### src/rtl/mem_ctrl.sv
// Byte-wide RAM port arbiter for the RV32I core: serialises IF fetches and MEM
// loads/stores, assembles bytes little-endian and raises per-stage stall requests.
module mem_ctrl (
    input  logic        clk,
    input  logic        rst,
    input  logic        rdy,
    input  logic        if_req,
    input  logic [31:0] if_addr,
    input  logic        b_flag_i,
    output logic [31:0] if_inst,
    output logic        if_done,
    input  logic        mem_req,
    input  logic        mem_we,
    input  logic [31:0] mem_addr,
    input  logic [1:0]  mem_len,
    input  logic [31:0] mem_wdata,
    output logic [31:0] mem_rdata,
    output logic        mem_done,
    input  logic [7:0]  ram_din,
    output logic [7:0]  ram_dout,
    output logic [31:0] ram_addr,
    output logic        ram_wr,
    output logic        stall_req_if,
    output logic        stall_req_mem
);
    typedef enum logic [1:0] {S_IDLE, S_FETCH, S_LOAD, S_STORE} state_t;

    state_t      r_state;
    state_t      w_next;
    logic [2:0]  r_cnt;
    logic [2:0]  r_n;
    logic [31:0] r_base;
    logic [31:0] r_wdata;
    logic [31:0] r_buf;
    logic [31:0] r_if_inst;
    logic [31:0] r_mem_rdata;
    logic        r_if_done;
    logic        r_mem_done;

    logic        w_mem_go;
    logic        w_if_go;
    logic        w_if_fin;
    logic        w_mem_fin;
    logic [2:0]  w_len_n;
    logic [1:0]  w_lane;
    logic [31:0] w_asm;
    logic [31:0] w_ram_addr;
    logic [7:0]  w_ram_dout;
    logic        w_ram_wr;

    // A request is taken only while its stall is raised, so a stage holding its
    // request through the done cycle is not serviced twice.
    assign w_mem_go = mem_req & ~r_mem_done;
    assign w_if_go  = if_req & ~r_if_done & ~b_flag_i;
    assign w_len_n  = (mem_len == 2'd0) ? 3'd1 : (mem_len == 2'd1) ? 3'd2 : 3'd4;
    assign w_lane   = r_cnt[1:0] - 2'd1;

    always_ff @(posedge clk or posedge rst) begin
        if (rst)      r_state <= S_IDLE;
        else if (rdy) r_state <= w_next;
    end

    always_comb begin
        // NOTE: every output of this block gets a default first, so no path infers a latch.
        w_next     = r_state;
        w_if_fin   = 1'b0;
        w_mem_fin  = 1'b0;
        w_ram_addr = 32'd0;
        w_ram_wr   = 1'b0;
        w_ram_dout = 8'd0;
        w_asm      = r_buf;
        if (r_cnt != 3'd0) w_asm[{w_lane, 3'b000} +: 8] = ram_din;

        case (r_state)
            S_IDLE: begin
                if (w_mem_go)     w_next = mem_we ? S_STORE : S_LOAD;
                else if (w_if_go) w_next = S_FETCH;
            end
            S_FETCH: begin
                w_ram_addr = r_base + {29'd0, r_cnt};
                if (b_flag_i) begin
                    w_next = S_IDLE;
                end else if (r_cnt == r_n) begin
                    w_next   = S_IDLE;
                    w_if_fin = 1'b1;
                end
            end
            S_LOAD: begin
                w_ram_addr = r_base + {29'd0, r_cnt};
                if (r_cnt == r_n) begin
                    w_next    = S_IDLE;
                    w_mem_fin = 1'b1;
                end
            end
            S_STORE: begin
                w_ram_addr = r_base + {29'd0, r_cnt};
                w_ram_wr   = 1'b1;
                w_ram_dout = r_wdata[{r_cnt[1:0], 3'b000} +: 8];
                if (r_cnt == r_n - 3'd1) begin
                    w_next    = S_IDLE;
                    w_mem_fin = 1'b1;
                end
            end
            default: w_next = S_IDLE;
        endcase
    end

    always_ff @(posedge clk or posedge rst) begin
        if (rst) begin
            r_cnt       <= 3'd0;
            r_n         <= 3'd0;
            r_base      <= 32'd0;
            r_wdata     <= 32'd0;
            r_buf       <= 32'd0;
            r_if_inst   <= 32'd0;
            r_mem_rdata <= 32'd0;
            r_if_done   <= 1'b0;
            r_mem_done  <= 1'b0;
        end else if (rdy) begin
            r_if_done  <= w_if_fin;
            r_mem_done <= w_mem_fin;
            if (r_state == S_IDLE) begin
                r_cnt <= 3'd0;
                r_buf <= 32'd0;
                if (w_mem_go) begin
                    r_base  <= mem_addr;
                    r_n     <= w_len_n;
                    r_wdata <= mem_wdata;
                end else if (w_if_go) begin
                    r_base <= if_addr;
                    r_n    <= 3'd4;
                end
            end else begin
                r_cnt <= r_cnt + 3'd1;
                if (r_state != S_STORE) r_buf <= w_asm;
            end
            if (w_if_fin)                         r_if_inst   <= w_asm;
            if (w_mem_fin && r_state == S_LOAD)   r_mem_rdata <= w_asm;
        end
    end

    assign if_inst       = r_if_inst;
    assign if_done       = r_if_done;
    assign mem_rdata     = r_mem_rdata;
    assign mem_done      = r_mem_done;
    assign ram_addr      = w_ram_addr;
    assign ram_wr        = w_ram_wr;
    assign ram_dout      = w_ram_dout;
    assign stall_req_mem = w_mem_go;
    assign stall_req_if  = w_if_go;
endmodule
### config.mk
export PLATFORM = sky130hd
export DESIGN_NAME = mem_ctrl
export DESIGN_NICKNAME = d
export VERILOG_FILES = /design/src/rtl/mem_ctrl.sv
export SDC_FILE = /design/constraint.sdc
export NUM_CORES = 1
export LEC_CHECK = 0
export CORE_UTILIZATION = 46
export CTS_BUF_LIST = sky130_fd_sc_hd__clkbuf_4
export DETAILED_ROUTE_END_ITERATION = 10
export GPL_TIMING_DRIVEN = 0
export PLACE_DENSITY_LB_ADDON = 0.05
export SLEW_MARGIN = 20
export SYNTH_ARGS = -nofsm -noshare
export SYNTH_HDL_FRONTEND = slang
export SYNTH_SLANG_ARGS = --single-unit
export TNS_END_PERCENT = 100
### constraint.sdc
create_clock -name clk -period 11.7 [get_ports clk]
set_input_delay 3.51 -clock clk [delete_from_list [all_inputs] [get_ports clk]]
set_output_delay 3.51 -clock clk [all_outputs]
set_load 0.1 [all_outputs]
Word-level counts from Yosys, hierarchy flattened:

Cells that the tools add are included.

* register bits after elaboration: 170
* input port bits: 113
* output and inout port bits: 109

* shifts and indexed selects: 3
* reductions and logical operators: 13
* multiplexer cells: 26
* equality and inequality tests: 9
* add/subtract/negate cells: 5
* bitwise logic cells: 6

Operator list (count)
* 32-bit 2-to-1 mux: 6
* 32-bit by 3-bit adder with 32-bit output: 1
* 32-bit bitwise mux: 1
* 8-bit by 7-bit variable shift with 32-bit output, first input constant: 1
* 32-bit by 6-bit variable part select with 8-bit output: 1
* 8-bit by 7-bit variable part select with 32-bit output: 1
* 3-bit 2-to-1 mux: 5
* 2-bit 2-to-1 mux: 5
* 3-bit AND reduction: 3
* 8-bit 2-to-1 mux: 1
* 2-bit one-hot mux with 4 select lines: 1
* 5-bit negator with 7-bit output: 1
* 3-bit equality test: 2
* 1-bit 2-to-1 mux: 6
* 2-bit AND reduction: 3
* 2-bit by 1-bit equality test with 1-bit output, second input constant: 2
* 2-bit equality test, second input constant: 2
* 2-bit zero test: 2
* 2-bit != test, second input constant: 2
* 2-bit nonzero test: 2
* 3-bit by 1-bit adder with 3-bit output, second input constant: 1
* 1-bit AND: 3
* 3-bit != test, second input constant: 1
* 1-bit NOT: 3
* other kinds (6): 6

Longest topological paths before layout:

Gate-level depths: netlist of run 1.

* depth after elaboration: 7
* depth in mapped cells: 9

Least setup slack after synthesis of run 1:

No wires, ideal clock.

* kind: input -> output
* start: input port b_flag_i
* end: output port stall_req_if
* arrival: 5.774 ns
* path slack: 2.416 ns
* cell stages on the path: 1
* required time: 8.190 ns
* cell sequence: nor3b_1

* cells in the longest elaborated chain, start to end: 2

RTL lines
* from (decl): RTL line 9 `input logic b_flag_i,`
* 1-bit NOT: RTL line 54 `assign w_if_go = if_req & ~r_if_done & ~b_flag_i;`
* 1-bit AND: RTL line 54
* to (decl): RTL line 23 `output logic stall_req_if,`

No other way between the ends.

Worst setup path in the final report of run 1:

* start: input port mem_req
* end: output port stall_req_mem

* cells in the longest elaborated chain, start to end: 1

RTL lines
* from (decl): RTL line 12 `input logic mem_req,`
* 1-bit AND: RTL line 53 `assign w_mem_go = mem_req & ~r_mem_done;`
* to (decl): RTL line 24 `output logic stall_req_mem`

No other way between the ends.

==> impl_metrics.ini, run 1 <==
[synth]
synth_fp_nets = 882
synthArstFlopShare = 1.00
syn_avg_cell_area_um2 = 11.1
netlist_instances = 758
ys_seq_area_frac = 0.504
synth_enable_flop_cells = 0
ys_warn_count = 0
ys_ff_latch = 170
synth_cell_types = 49
synth_ff_type = dfrtp_1
syn-cell-area_mm2 = 0.00845

[worst_setup_path]
critPathTopFamily = buffers and inverters
critPathMaxFanout = 7
path_cells = clkdlybuf4s50_1 -> nand2b_1 -> clkbuf_1 -> inv_1 -> clkdlybuf4s50_1
critPathBufInv = 4
slowest_stage = clkdlybuf4s50_1
startpoint_type = primary input
reg2regPathDepth = 8
worstPathArrival_ns = 5.71
endpoint_kind = output pin
cp.depth = 5
cp_common_cell = clkdlybuf4s50_1
path_class = primary input to output pin
slowest_delay_ns = 1.20
cp_data_required_time_ns = 8.19

[cells_and_area]
drive_above_1_share = 0.151
final_area_mm2 = 0.0113
n_fill_cell = 1544
syn2layout_area_growth_pct = 33.5
num-nets-final = 1123

[cts]
htree_levels = 4
post_cts_resized = 0
cts_setup_buffers = 0
cts_tree = built
cts_root_buffer = clkbuf_4
cts.clk_slew.worst_paths_ns = 0.14
cts_inserted_buffers = 17
max-clock-path-buffers = 2
cts_sinks = 170
clock_latency_ns = 0.58
ctsHoldBuffers = 0

[route]
drt_pass1_iterations = 4
drt_wl_total_mm = 22.0
wl_met2_mm = 9.68
dr_wl_met3_mm = 1.46
drt-initial-drc-count = 458
detail-route-antenna-nets = 0
vias_per_cell = 5.48
num_vias = 6803
drc = 0
drt-met1-wl_mm = 10.5
top_layer_used = met4
wl_per_cell_um = 17.7

[place]
io_buffers = 221
gp_congestion = 0.808
placed_area_mm2 = 0.0110
hpwl_mm = 16.1

[die]
ios = 222
die_h_um = 138
rows = 49
design.core.area_mm2 = 0.0180
initial_core_util = 0.470
dieWidth_um = 138
dieArea_mm2 = 0.0189

[sta]
period_share = 0.788
finClkSkew_ns = 0.0251
fmax_ghz = 0.108
holdWs_ns = 0.502
setup_viol_count_final = 0
setup_tns_ns = 0
rsz0062_at_grt = no
finalCriticalPeriod_ns = 9.22
hold_viol = 0
worst_pin_slew_ns = 1.02
max_slew_margin = 0.317
slew_violations = 0

[grt]
grt_overflow = 0
antenna_found_initial = 1
gr-usage-all-layers = 0.241
grt_max_degree = 89
grt_pass1_wl_mm = 34.5
grt_pass1_vias = 6559

[outcome]
outcome = complete, no violations

[worst_hold_path]
worst_hold_path_type = flop to flop
hold_depth = 2

[run]
maxCapViolations = 0
synth_stat cells (all sizes together), types with 7 or more instances:
| cell type | instances | share of area |
|---|---|---|
| nor2 | 30 | 0.013 |
| or4 | 13 | 0.012 |
| o31ai | 13 | 0.012 |
| nand2 | 67 | 0.030 |
| clkbuf | 32 | 0.014 |
| nand3 | 14 | 0.0083 |
| nor4 | 14 | 0.010 |
| xor2 | 8 | 0.0083 |
| a22o | 32 | 0.033 |
| inv | 25 | 0.011 |
| nand2b | 11 | 0.0081 |
| o2bb2ai | 8 | 0.0083 |
| nor2b | 12 | 0.0089 |
| mux4 | 8 | 0.021 |
| dfrtp | 170 | 0.50 |
| ha | 10 | 0.015 |
| o21ai | 49 | 0.029 |
| buf | 17 | 0.010 |
| mux2i | 45 | 0.053 |
| a21oi | 36 | 0.021 |
| or2 | 7 | 0.0052 |
| mux2 | 89 | 0.12 |
worst min-delay path: cells and delay by family (launching register included):
kind               cells  cell delay (ns)
AOI/OAI and AO/OA      1             0.06
DFF                    1             0.37
and+or+nand+nor        1             0.05
state kept, by name (all words and copies together), names as in the netlist:
name       cells
r_cnt          3
mem_done       1
mem_rdata     32
r_base        32
if_done        1
r_wdata       32
r_buf         32
r_n            3
if_inst       32
r_state        2
per-stage QoR:
| step | instances | util | worst slack (ns) |
|---|---|---|---|
| 3_3_place_gp | 1208 | 0.609 | 1.11 |
| 2_1_floorplan | 758 | - | 2.42 |
| 5_1_grt | 1241 | 0.627 | 2.42 |
| 3_5_place_dp | 1209 | 0.612 | 2.48 |
| 6_report | 1241 | 0.627 | 2.48 |
| 4_1_cts | 1240 | 0.627 | 2.47 |
cell usage in the layout (no fill, tap or decap), types with 4 or more instances in the layout:
cell / count
inv_1: 24
buf_1: 4
clkinv_2: 4
mux2_2: 89
mux2i_1: 45
clkbuf_4: 18
xnor2_1: 4
nor2_1: 30
and2_1: 4
xor2_1: 8
or4_1: 12
clkbuf_1: 32
o2bb2ai_1: 8
a21oi_1: 36
nand2b_1: 11
inv_6: 4
or2_2: 7
ha_1: 10
nor4_1: 13
nand4_1: 5
nand3_1: 14
and3_1: 4
nand2_1: 67
nor2b_1: 12
or3_1: 4
o21ai_0: 49
clkdlybuf4s50_1: 221
buf_2: 12
mux4_2: 8
a22o_1: 32
dfrtp_1: 170
o31ai_1: 13
worst paths after layout:
| path | start | endpoint | slack (ns) |
|---|---|---|---|
| min in group asynchronous | rst | r_wdata[12]$_DFFE_PP0P_ | 3.43 |
| hold reg to reg | r_base[0]$_DFFE_PP0P_ | r_base[0]$_DFFE_PP0P_ | 0.50 |
| setup / recovery | mem_req | stall_req_mem | 2.48 |
| hold / removal | r_base[0]$_DFFE_PP0P_ | r_base[0]$_DFFE_PP0P_ | 0.50 |
| setup reg to reg | r_cnt[0]$_DFFE_PP0P_ | r_buf[4]$_DFFE_PP0P_ | 8.32 |
| max in group asynchronous | rst | if_inst[30]$_DFFE_PP0P_ | 7.46 |
final cells by class:
cell class                      instances  area (um^2)  share of cell area
Sequential cell                       170         4250               0.377
Multi-Input combinational cell        514         3900               0.346
Timing Repair Buffer                  222         2240               0.199
Tap cell                              229          287              0.0254
Buffer                                 49          206              0.0183
Clock inverter                         13          143              0.0127
Clock buffer                           18          135              0.0120
Inverter                               25          101             0.00899
Antenna cell                            1         2.50            0.000222
per-layer routing:
metal  vias to the layer above  GRT usage
li1                       3232          -
met1                      3359      0.343
met2                       191      0.361
met3                        21     0.0644
met4                         0     0.0653
met5                         -          0
cell families (layout without fill, tap and decap cells):
kind of cell | after synthesis | in the layout | share of synthesized area
adder cells (fa/ha/maj) | 11 | 11 | 0.0172
buffers and inverters | 74 | 327 | 0.0356
flip-flops | 170 | 170 | 0.504
AND/OR/NAND/NOR | 195 | 195 | 0.117
AO/OA/AOI/OAI | 153 | 153 | 0.118
multiplexers | 142 | 142 | 0.193
other | 0 | 1 | 0
XOR/XNOR | 13 | 13 | 0.0151
Power of run 1 is not shown: default switching activity piles up to over one toggle a cycle in this logic, so the estimate is an artifact.
==> inputs of run 2 (changes only) <==
==> constraint.sdc (replaced) <==
create_clock -name clk -period 7.42 [get_ports clk]
set_input_delay 2.226 -clock clk [delete_from_list [all_inputs] [get_ports clk]]
set_output_delay 2.226 -clock clk [all_outputs]
set_load 0.1 [all_outputs]
==> impl_metrics.ini, run 2 (synthesis gave the netlist of run 1 again) <==
[outcome]
outcome = complete, no violations

[worst_setup_path]
startpoint = r_cnt[1]$_DFFE_PP0P_
critPathMaxFanout = 10
slowest_stage = clkdlybuf4s50_1
slowest_delay_ns = 1.19
critPathBufInv = 3
path_class = flop to output pin
critPathTopFamily = buffers and inverters
timing.rr.start = r_cnt[0]$_DFFE_PP0P_
startpoint_type = flop
endpoint_kind = output pin
path_cells = clkbuf_1 -> inv_1 -> fa_1 -> nor2b_1 -> nor2_1 -> or4_1 -> a21oi_1 -> clkdlybuf4s50_1
cp_data_required_time_ns = 5.19
worstPathArrival_ns = 4.87

[sta]
worst_pin_slew_ns = 1.02
fmax_ghz = 0.141
setup_ws_ns = 0.324
max_slew_margin = 0.317
slew_violations = 0
rsz0062_at_grt = no
holdWs_ns = 0.502
finClkSkew_ns = 0.0250
setup_viol_count_final = 0
hold_viol = 0
finalCriticalPeriod_ns = 7.10
period_share = 0.956

[die]
initial_core_util = 0.470
design.core.area_mm2 = 0.0180
rows = 49
dieWidth_um = 138
dieArea_mm2 = 0.0189
ios = 222
die_h_um = 138

[grt]
grt_pass1_vias = 6559
antenna_found_initial = 1
grt_overflow = 0
grt_pass1_wl_mm = 34.5
grt_max_degree = 89
gr-usage-all-layers = 0.241

[worst_hold_path]
worst_hold_path_type = flop to flop
hp-start = r_base[0]$_DFFE_PP0P_

[route]
drt_pass1_iterations = 5
detail-route-antenna-nets = 0
wl_per_cell_um = 17.7
drt-initial-drc-count = 446
num_vias = 6786
drc = 0
drt_wl_total_mm = 22.0
vias_per_cell = 5.47

[run]
maxCapViolations = 0

[place]
gp_congestion = 0.808
hpwl_mm = 16.1
pre_cts_ws_ns = 0.772
io_buffers = 221

[cts]
cts_inserted_buffers = 17
htree_levels = 4
cts_sinks = 170
cts_root_buffer = clkbuf_4
cts_tree = built
cts.clk_slew.worst_paths_ns = 0.14
clock_latency_ns = 0.58
max-clock-path-buffers = 2

[cells_and_area]
num-nets-final = 1123
syn2layout_area_growth_pct = 33.6
layout_common_cells = clkdlybuf4s50_1 (217), dfrtp_1 (170), mux2_2 (89)
n_fill_cell = 1544
final_common_cell = clkdlybuf4s50_1
drive_above_1_share = 0.151
-- run 2: cell type report --
type	count	area (um^2)	share of cell area
inverters	25	101	0.00898
plain buffers	49	206	0.0183
flip-flops and latches	170	4250	0.377
well taps	229	287	0.0254
diodes	1	2.50	0.000222
clock buffers	18	135	0.0120
clock inverters	13	143	0.0126
multi-input cells	514	3900	0.346
repair buffers	222	2250	0.199
-- run 2: worst paths after layout --
| check | cells past startpoint | to | slack (ns) |
|---|---|---|---|
| setup reg to reg | 8 | r_buf[4]$_DFFE_PP0P_ | 4.04 |
| setup / recovery | 8 | ram_addr[24] | 0.32 |
| hold reg to reg | 2 | r_base[0]$_DFFE_PP0P_ | 0.50 |
| max in group asynchronous | 3 | if_inst[30]$_DFFE_PP0P_ | 4.46 |
| hold / removal | 2 | r_base[0]$_DFFE_PP0P_ | 0.50 |
| min in group asynchronous | 2 | r_wdata[12]$_DFFE_PP0P_ | 2.14 |
-- run 2: layer usage --
layer / track usage / share of wire / wire length (um) / vias up
li1: - / - / - / 3231
met1: 0.343 / 0.48 / 10500 / 3330
met2: 0.361 / 0.44 / 9630 / 204
met3: 0.0644 / 0.070 / 1530 / 21
met4: 0.0653 / 0.015 / 331 / 0
met5: 0 / 0 / 0 / -
-- run 2: worst min-delay path: stages (launching register included) --
cell     delay [ns]
dfrtp_1        0.37
nand2_1        0.05
o21ai_0        0.06
-- run 2: through the flow --
step / util / instances / setup TNS, ns / area (um^2)
floorplan: - / 758 / 0 / 8450
global placement: 0.609 / 1208 / -318.79 / 10900
detailed placement: 0.612 / 1209 / 0 / 11000
CTS: 0.627 / 1240 / 0 / 11300
global route: 0.628 / 1241 / 0 / 11300
finish: 0.628 / 1241 / 0 / 11300
-- run 2: repair_timing --
action | in CTS | in global routing
hold buffers | 0 | 0
setup endpoints to repair | 0 | 4
setup buffers | 0 | 0
hold endpoints to repair | 0 | 0
resized for setup | 0 | 4
Power of run 2 is left out for the same reason.
